File: src/rtl/ps2_key_sequencer.sv
// Drains the ps2_keyboard scan-code FIFO and assembles E0/F0-prefixed byte
// sequences into key events, with typematic filtering, press counting and overflow latch.
module ps2_key_sequencer #(
  parameter int unsigned TIMEOUT_CYC = 1_000_000,
  parameter int unsigned CNT_W       = 20
) (
  input  logic       clk,
  input  logic       clr,
  input  logic       ready,
  input  logic [7:0] data,
  input  logic       overflow,
  output logic       nextdata_n,
  output logic       key_valid,
  output logic [7:0] key_code,
  output logic       key_ext,
  output logic       key_rel,
  output logic       key_held,
  output logic [8:0] held_code,
  output logic [7:0] press_count,
  output logic       ovf_err
);

  typedef enum logic [1:0] {IDLE, POP, SETTLE, EMIT} state_t;

  localparam logic [7:0]       PFX_EXT  = 8'hE0;
  localparam logic [7:0]       PFX_BRK  = 8'hF0;
  localparam logic [CNT_W-1:0] TMO_LAST = CNT_W'(TIMEOUT_CYC - 1);

  state_t           state;
  logic [7:0]       byte_q;
  logic             ext_q;
  logic             brk_q;
  logic [CNT_W-1:0] tmo_cnt;
  logic [8:0]       ev_key;

  assign ev_key = {ext_q, byte_q};

  // nextdata_n is registered and low only for the cycle spent in POP
  always_ff @(posedge clk or posedge clr) begin
    if (clr) begin
      state       <= IDLE;
      byte_q      <= 8'h00;
      ext_q       <= 1'b0;
      brk_q       <= 1'b0;
      tmo_cnt     <= '0;
      nextdata_n  <= 1'b1;
      key_valid   <= 1'b0;
      key_code    <= 8'h00;
      key_ext     <= 1'b0;
      key_rel     <= 1'b0;
      key_held    <= 1'b0;
      held_code   <= 9'h000;
      press_count <= 8'h00;
      ovf_err     <= 1'b0;
    end else begin
      key_valid  <= 1'b0;
      nextdata_n <= 1'b1;
      case (state)
        IDLE: begin
          if (ready) begin
            byte_q     <= data;
            nextdata_n <= 1'b0;
            state      <= POP;
          end else if (ext_q || brk_q) begin
            // A dangling prefix is dropped once the follow byte is overdue
            if (tmo_cnt == TMO_LAST) begin
              ext_q   <= 1'b0;
              brk_q   <= 1'b0;
              tmo_cnt <= '0;
            end else begin
              tmo_cnt <= tmo_cnt + CNT_W'(1);
            end
          end
        end
        POP: begin
          tmo_cnt <= '0;
          state   <= SETTLE;
        end
        SETTLE: begin
          if (byte_q == PFX_EXT) begin
            ext_q <= 1'b1;
            state <= IDLE;
          end else if (byte_q == PFX_BRK) begin
            brk_q <= 1'b1;
            state <= IDLE;
          end else begin
            key_valid <= 1'b1;
            key_code  <= byte_q;
            key_ext   <= ext_q;
            key_rel   <= brk_q;
            state     <= EMIT;
            // Held-key tracking: repeats of the held key are not new presses
            if (!brk_q) begin
              if (!key_held || (held_code != ev_key)) begin
                key_held    <= 1'b1;
                held_code   <= ev_key;
                press_count <= press_count + 8'd1;
              end
            end else if (held_code == ev_key) begin
              key_held <= 1'b0;
            end
          end
        end
        EMIT: begin
          ext_q <= 1'b0;
          brk_q <= 1'b0;
          state <= IDLE;
        end
        default: state <= IDLE;
      endcase
      if (overflow) begin
        ovf_err <= 1'b1;
        ext_q   <= 1'b0;
        brk_q   <= 1'b0;
      end
    end
  end

endmodule
File: config.mk
export PLATFORM = sky130hd
export DESIGN_NAME = ps2_key_sequencer
export DESIGN_NICKNAME = d
export VERILOG_FILES = /design/src/rtl/ps2_key_sequencer.sv
export SDC_FILE = /design/constraint.sdc
export NUM_CORES = 1
export LEC_CHECK = 0
export BUFFER_PORTS_ARGS = -buffer_cell sky130_fd_sc_hd__buf_2
export CAP_MARGIN = 20
export CORE_UTILIZATION = 56
export DETAILED_ROUTE_END_ITERATION = 8
export PLACE_DENSITY = 0.75
export SLEW_MARGIN = 0
export SYNTH_ARGS = -nofsm -noshare
export SYNTH_HDL_FRONTEND = slang
export SYNTH_SLANG_ARGS = --single-unit
File: constraint.sdc
create_clock -name clk -period 4.3 [get_ports clk]
set_input_delay 0.645 -clock clk [delete_from_list [all_inputs] [get_ports clk]]
set_output_delay 0.645 -clock clk [all_outputs]
set_load 0.005 [all_outputs]
==> impl_metrics.toml, run 1 <==
[outcome]
outcome = "complete, no violations"

[critical_path]
crit_start = "state[0]"
end_kind = "register"
cp_slowest_stage_delay_ns = 0.41
crit_path_end = "press_count[6]"
crit_top_cell = "inv_1"
worstReg2RegStart = "state[0]"
arrival_ns = 2.61
cp.required_ns = 4.56
start_kind = "register"
crit_fanout = 18
r2r_cells = 8
slowest_stage = "dfrtp_1"
rrSetupSlack_ns = 1.95
worstPathCellList = "inv_1, ha_1, inv_1, a311oi_2, o31ai_2, buf_4, nor4_1, xor2_1"
r2r-end = "press_count[6]"
critPathKind = "reg -> reg"

[drt]
drc = 0
totalWireLength_um = 6170
first_pass_iters = 4
drt_iter0_drc = 133
ant_nets = 0
drt-wirelength-per-cell_um = 14.9
vias = 2327
vias_per_cell = 5.63

[synth]
syn_area_per_cell_um2 = 10.4
ys_warn_count = 0
ys_ff_latch = 63
synth_edf_count = 0
seq_area_frac_synth = 0.523
syn_nets = 307
async_reset_ff_frac = 1.00
synth_area_um2 = 3020
synth_ff_type = "dfrtp_1"
synthesis.instances = 290
synthDistinctLibCells = 46

[placement]
io_buffer_count = 42
dp.cells = 396
place_congestion = 0.811
dp_hpwl_um = 4240
place_ws_ns = 1.83

[sta]
setup_ws_ns = 1.95
min_period_ns = 2.35
fin_skew_ns = 0.00830
finalHoldViolCount = 0
rsz0062_at_grt = "false"
period_share = 0.546
clock.fmax_mhz = 426
slew_headroom = 0.535
finalSetupViolCount = 0
tns_ns = 0
maxSlewViolCount = 0
holdWs_ns = 0.285
worst_pin_slew_ns = 0.698

[pwr]
irDropWorstVdd_mv = 0.407
p_leak_nw = 1.61
totalPowerFinal_mw = 2.24
powerDensity_nw_per_um2 = 637

[cells_and_area]
finalNetCount = 355
syn_to_final_growth_pct = 16.4
drive_gt1_frac = 0.257
final.fill_count = 423
final_cells = 413
diodes = 0

[clock_network]
cts-buffers-inserted = 9
cts_root_buf = "clkbuf_8"
cts_tree = "done"
worstSkewPairLatency_ns = 0.34
path_clk_slew_ns = 0.07
clockBufferDepth = 2
cts_resized = 0
clkSinkCount = 63
htree_levels = 3
post_cts_buffers = 0
cts_hold_buffers = 0

[global_routing]
gr-usage-all-layers = 0.243
grt_pass1_wl_um = 9990
overflow = 0
grt_max_degree = 46
antenna_found_initial = 0
grt_pass1_vias = 2163

[floorplan]
die_x_um = 75.4
coreArea_um2 = 5140
io_pins = 43
num_rows = 26
start_util = 0.587
dieArea_um2 = 5680
die_h_um = 75.4

[job]
drv_cap = 0

[hold_path]
hp-class = "in -> async"
==> cell type report <==
class,count,area [um^2],share of cell area
Clock buffer,11,141,0.0403
Sequential cell,63,1580,0.449
Tap cell,70,87.6,0.0249
Inverter,13,48.8,0.0139
Clock inverter,5,81.3,0.0232
Timing Repair Buffer,45,233,0.0663
Multi-Input combinational cell,206,1340,0.382
==> worst min-delay path by stage <==
stage,start,to
finish,clr,tmo_cnt[18]
global route,clr,tmo_cnt[1]
CTS,clr,press_count[6]
detailed placement,ovf_err,ovf_err
global placement,ovf_err,ovf_err
floorplan,ovf_err,ovf_err
==> placed cells by master, fill, tap and decap left out, types with 2 or more instances in the layout <==
cell / Yosys / routed
o31ai_1: 5 / 5
xor2_1: 9 / 9
nor2_1: 16 / 16
ha_1: 5 / 5
mux2_2: 16 / 16
o41ai_1: 3 / 3
buf_2: 2 / 42
nor3_1: 5 / 5
nand4_1: 11 / 11
buf_4: 2 / 3
dfrtp_1: 62 / 62
a22o_1: 2 / 2
inv_1: 13 / 12
nand2b_1: 3 / 3
or2_2: 3 / 3
a31oi_1: 6 / 6
xnor2_1: 11 / 11
o311ai_0: 2 / 2
nand2_1: 44 / 44
o21ai_0: 12 / 12
bufinv_16: 0 / 2
o31a_1: 2 / 2
nand3_1: 16 / 16
and2_1: 6 / 6
or3_1: 2 / 2
clkbuf_8: 0 / 10
and3_1: 2 / 2
nor4_1: 2 / 2
a21oi_1: 6 / 6
o22ai_1: 3 / 3
==> logic make-up (layout without fill, tap and decap cells) <==
logic type / after synthesis / count (layout) / synth area share
simple gates: 117 / 117 / 0.190
flops: 63 / 63 / 0.523
compound gates: 48 / 48 / 0.116
buf+inv: 21 / 74 / 0.0319
xor+xnor: 20 / 20 / 0.0581
mux: 16 / 16 / 0.0598
fa+ha+maj: 5 / 5 / 0.0207
==> where the power goes <==
part           internal (mW)  total [mW]  switching [mW]
Sequential             0.760       0.912           0.152
Combinational          0.355       0.753           0.398
Clock                  0.342       0.572           0.230
Total                   1.46        2.24           0.780
==> sequential cells by signal, summed over array words and instances, names as in the netlist <==
signal,cells
tmo_cnt,20
held_code,9
key_valid,1
key_code,8
nextdata_n,1
key_held,1
key_rel,1
press_count,8
state,2
key_ext,1
ovf_err,1
ext_q,1
brk_q,1
byte_q,8
==> critical path, delay by kind of cell, from the launching register on <==
kind / cells / cell delay (ns)
AOI/OAI and AO/OA: 2 / 0.51
buffers and inverters: 3 / 0.46
DFF: 1 / 0.41
and+or+nand+nor: 1 / 0.36
adders and majority gates: 1 / 0.34
xor gates and xnor gates: 1 / 0.18
==> synth_stat cells (6+ instances only) <==
cell type | instances | area, um^2
a31oi_1 | 6 | 37.5
dfrtp_1 | 62 | 1550
nor2_1 | 16 | 60.1
inv_1 | 13 | 48.8
a21oi_1 | 6 | 30.0
and2_1 | 6 | 37.5
xnor2_1 | 11 | 96.3
o21ai_0 | 12 | 60.1
nand2_1 | 44 | 165
nand4_1 | 11 | 68.8
mux2_2 | 16 | 180
xor2_1 | 9 | 78.8
nand3_1 | 16 | 80.1
==> routing by layer <==
metal	GRT usage	vias up	part of all wire	wire, um
met5	0	-	0	0
met4	0.142	0	0.030	183
met3	0.0437	17	0.029	177
met2	0.383	45	0.49	3000
met1	0.316	1145	0.46	2810
li1	-	1120	-	-
==> stage by stage <==
step / util / area [um^2]
3_3_place_gp: 0.638 / 3280
2_1_floorplan: - / 3020
5_1_grt: 0.683 / 3510
3_5_place_dp: 0.638 / 3280
6_report: 0.683 / 3510
4_1_cts: 0.682 / 3500
No activity file was read; power rests on OpenSTA's default activity.
==> inputs of run 2 (changes only) <==
ABC_AREA = 1   (was unset)
CORE_UTILIZATION = 52   (was 56)
PLACE_DENSITY = 0.73   (was 0.75)
clock period = 2.1 ns   (was 4.3 ns; I/O delays follow)
==> impl_metrics.toml, run 2 <==
[clock_network]
htree_levels = 3
worstSkewPairLatency_ns = 0.34
cts_tree = "done"
clkSinkCount = 63
path_clk_slew_ns = 0.08
cts_resized = 0
cts-buffers-inserted = 9
clockBufferDepth = 2
cts_root_buf = "clkbuf_8"
post_cts_buffers = 0

[drt]
drt-wirelength-per-cell_um = 12.9
drt_iter0_drc = 117
wl_met3_um = 291
top_layer_used = "met4"
routedLengthMet1_um = 3510
first_pass_iters = 4
ant_nets = 0
vias_per_cell = 5.10
wl_met2_um = 3070
drc = 0
vias = 2764
totalWireLength_um = 6970

[placement]
place_congestion = 0.916
place_ws_ns = 0.248
place_area_um2 = 3640
dp.cells = 525
io_buffer_count = 42
dp_hpwl_um = 4990

[global_routing]
antenna_found_initial = 0
grt_pass1_vias = 2494
grt_pass1_wl_um = 11500
overflow = 0
grt_max_degree = 46
gr-usage-all-layers = 0.229

[pwr]
p_leak_nw = 1.92
powerDensity_nw_per_um2 = 1280
totalPowerFinal_mw = 4.97
irDropWorstVdd_mv = 0.807

[sta]
finalHoldViolCount = 0
fin_skew_ns = 0.00888
maxSlewViolCount = 0
finalSetupViolCount = 0
rsz0062_at_grt = "false"
worst_pin_slew_ns = 0.429
clock.fmax_mhz = 542
slew_headroom = 0.714
tns_ns = 0
period_share = 0.879
min_period_ns = 1.85
setup_ws_ns = 0.255

[critical_path]
arrival_ns = 2.11
end_kind = "register"
critPathKind = "reg -> reg"
start_kind = "register"
crit_fanout = 17
cp.required_ns = 2.37

[cells_and_area]
final.fill_count = 526
final_cells = 542
drive_gt1_frac = 0.214
design_area_um2 = 3870
largest_reg_flops = 20
largest_register = "tmo_cnt"
final_common_cell = "nand2_1"
syn_to_final_growth_pct = 14.8
finalNetCount = 479
reg.largest.list = "tmo_cnt: 20 flops, held_code: 9 flops"
final_cell_mix = "nand2_1 (109), dfrtp_1 (62), nand3_1 (42), buf_2 (42)"
diodes = 0

[outcome]
outcome = "complete, no violations"

[hold_path]
hp-class = "in -> reg"

[synth]
syn_area_per_cell_um2 = 8.15
synthDistinctLibCells = 36
ys_ff_latch = 63
seq_area_frac_synth = 0.468
synth_top_area_share = 0.460
synth_ff_type = "dfrtp_1"
ys_warn_count = 0
yosys-top-cells-area = "dfrtp_1 (46%), nand2_1 (12%), nand3_1 (6.2%), inv_1 (4.2%), nor2_1 (4.1%)"
synth_most_common_cell = "nand2_1"
synthesis.instances = 414
synth_edf_count = 0
synth_common_cells = "nand2_1 (109), dfrtp_1 (62), nand3_1 (42), inv_1 (38), nor2_1 (37)"
yosys.area.top_type = "dfrtp_1"
async_reset_ff_frac = 1.00
synth_area_um2 = 3370
syn_nets = 431

[floorplan]
io_pins = 43
dieArea_um2 = 6820
coreArea_um2 = 6100
start_util = 0.554
num_rows = 28
die_h_um = 82.6
die_x_um = 82.6

[job]
drv_cap = 0
==> run 2: changes by cell type after synthesis, sizes merged, moves of 7 or more <==
cell | previous run | this run
nand2 | 45 | 117
nor2 | 16 | 56
inv | 13 | 43
nand3 | 16 | 45
mux2 | 16 | 0
o21ai | 12 | 26
nor3 | 5 | 12
==> run 2: cell families after synthesis <==
logic type,count (synthesis),share of synthesized area
AOI/OAI and AO/OA,34,0.0523
xor gates and xnor gates,19,0.0493
adders and majority gates,5,0.0185
buffers and inverters,53,0.0745
DFF,63,0.468
and+or+nand+nor,240,0.338
==> run 2: worst max-delay path, stage by stage (launching register included) <==
cell     delay, ns
dfrtp_1       0.39
inv_1         0.08
ha_1          0.25
nand2_2       0.13
inv_4         0.08
nor2_2        0.13
nand2_4       0.13
inv_6         0.14
nand2_2       0.09
nor2_2        0.09
nand2_1       0.07
nand2_1       0.07
nand2_1       0.04
nor2_1        0.08
==> run 2: repair_timing <==
action	CTS	global route
setup endpoints to repair	0	0
endpoints found under the hold margin	18	0
hold buffers	1	0
==> run 2: metal layers <==
metal | vias up | global-route usage
met1 | 1270 | 0.321
met3 | 7 | 0.0549
li1 | 1418 | -
met5 | - | 0
met4 | 0 | 0.0966
met2 | 69 | 0.337
==> run 2: cell type report <==
cell class / count / area (um^2) / share of cell area
sequential: 63 / 1580 / 0.407
multi-input combinational: 298 / 1550 / 0.399
timing repair buffer: 46 / 255 / 0.0659
inverter: 44 / 178 / 0.0459
clock buffer: 11 / 141 / 0.0365
tap: 75 / 93.8 / 0.0242
clock inverter: 5 / 81.3 / 0.0210
==> run 2: worst paths after layout <==
| path | slack, ns | from | cells after the start | endpoint |
|---|---|---|---|---|
| hold / removal | 0.18 | data[4] | 3 | byte_q[4] |
| min in group asynchronous | 0.52 | clr | 3 | held_code[7] |
| hold reg to reg | 0.47 | ovf_err | 1 | ovf_err |
| max in group asynchronous | 0.94 | clr | 4 | nextdata_n |
| setup / recovery | 0.25 | state[1] | 13 | tmo_cnt[19] |
| setup reg to reg | 0.25 | state[1] | 13 | tmo_cnt[19] |
==> run 2: report_power, final <==
| group | leakage [nW] | switching, mW | internal [mW] |
|---|---|---|---|
| Combinational | 0.993 | 1.17 | 0.707 |
| Sequential | 0.814 | 0.341 | 1.57 |
| Clock | 0.110 | 0.485 | 0.701 |
==> run 2: per-stage QoR <==
stage / util / hold slack (ns)
finish: 0.635 / 0.179
detailed placement: 0.597 / 0.347
global placement: 0.597 / 0.338
CTS: 0.635 / 0.165
global route: 0.635 / 0.165
floorplan: - / 0.396
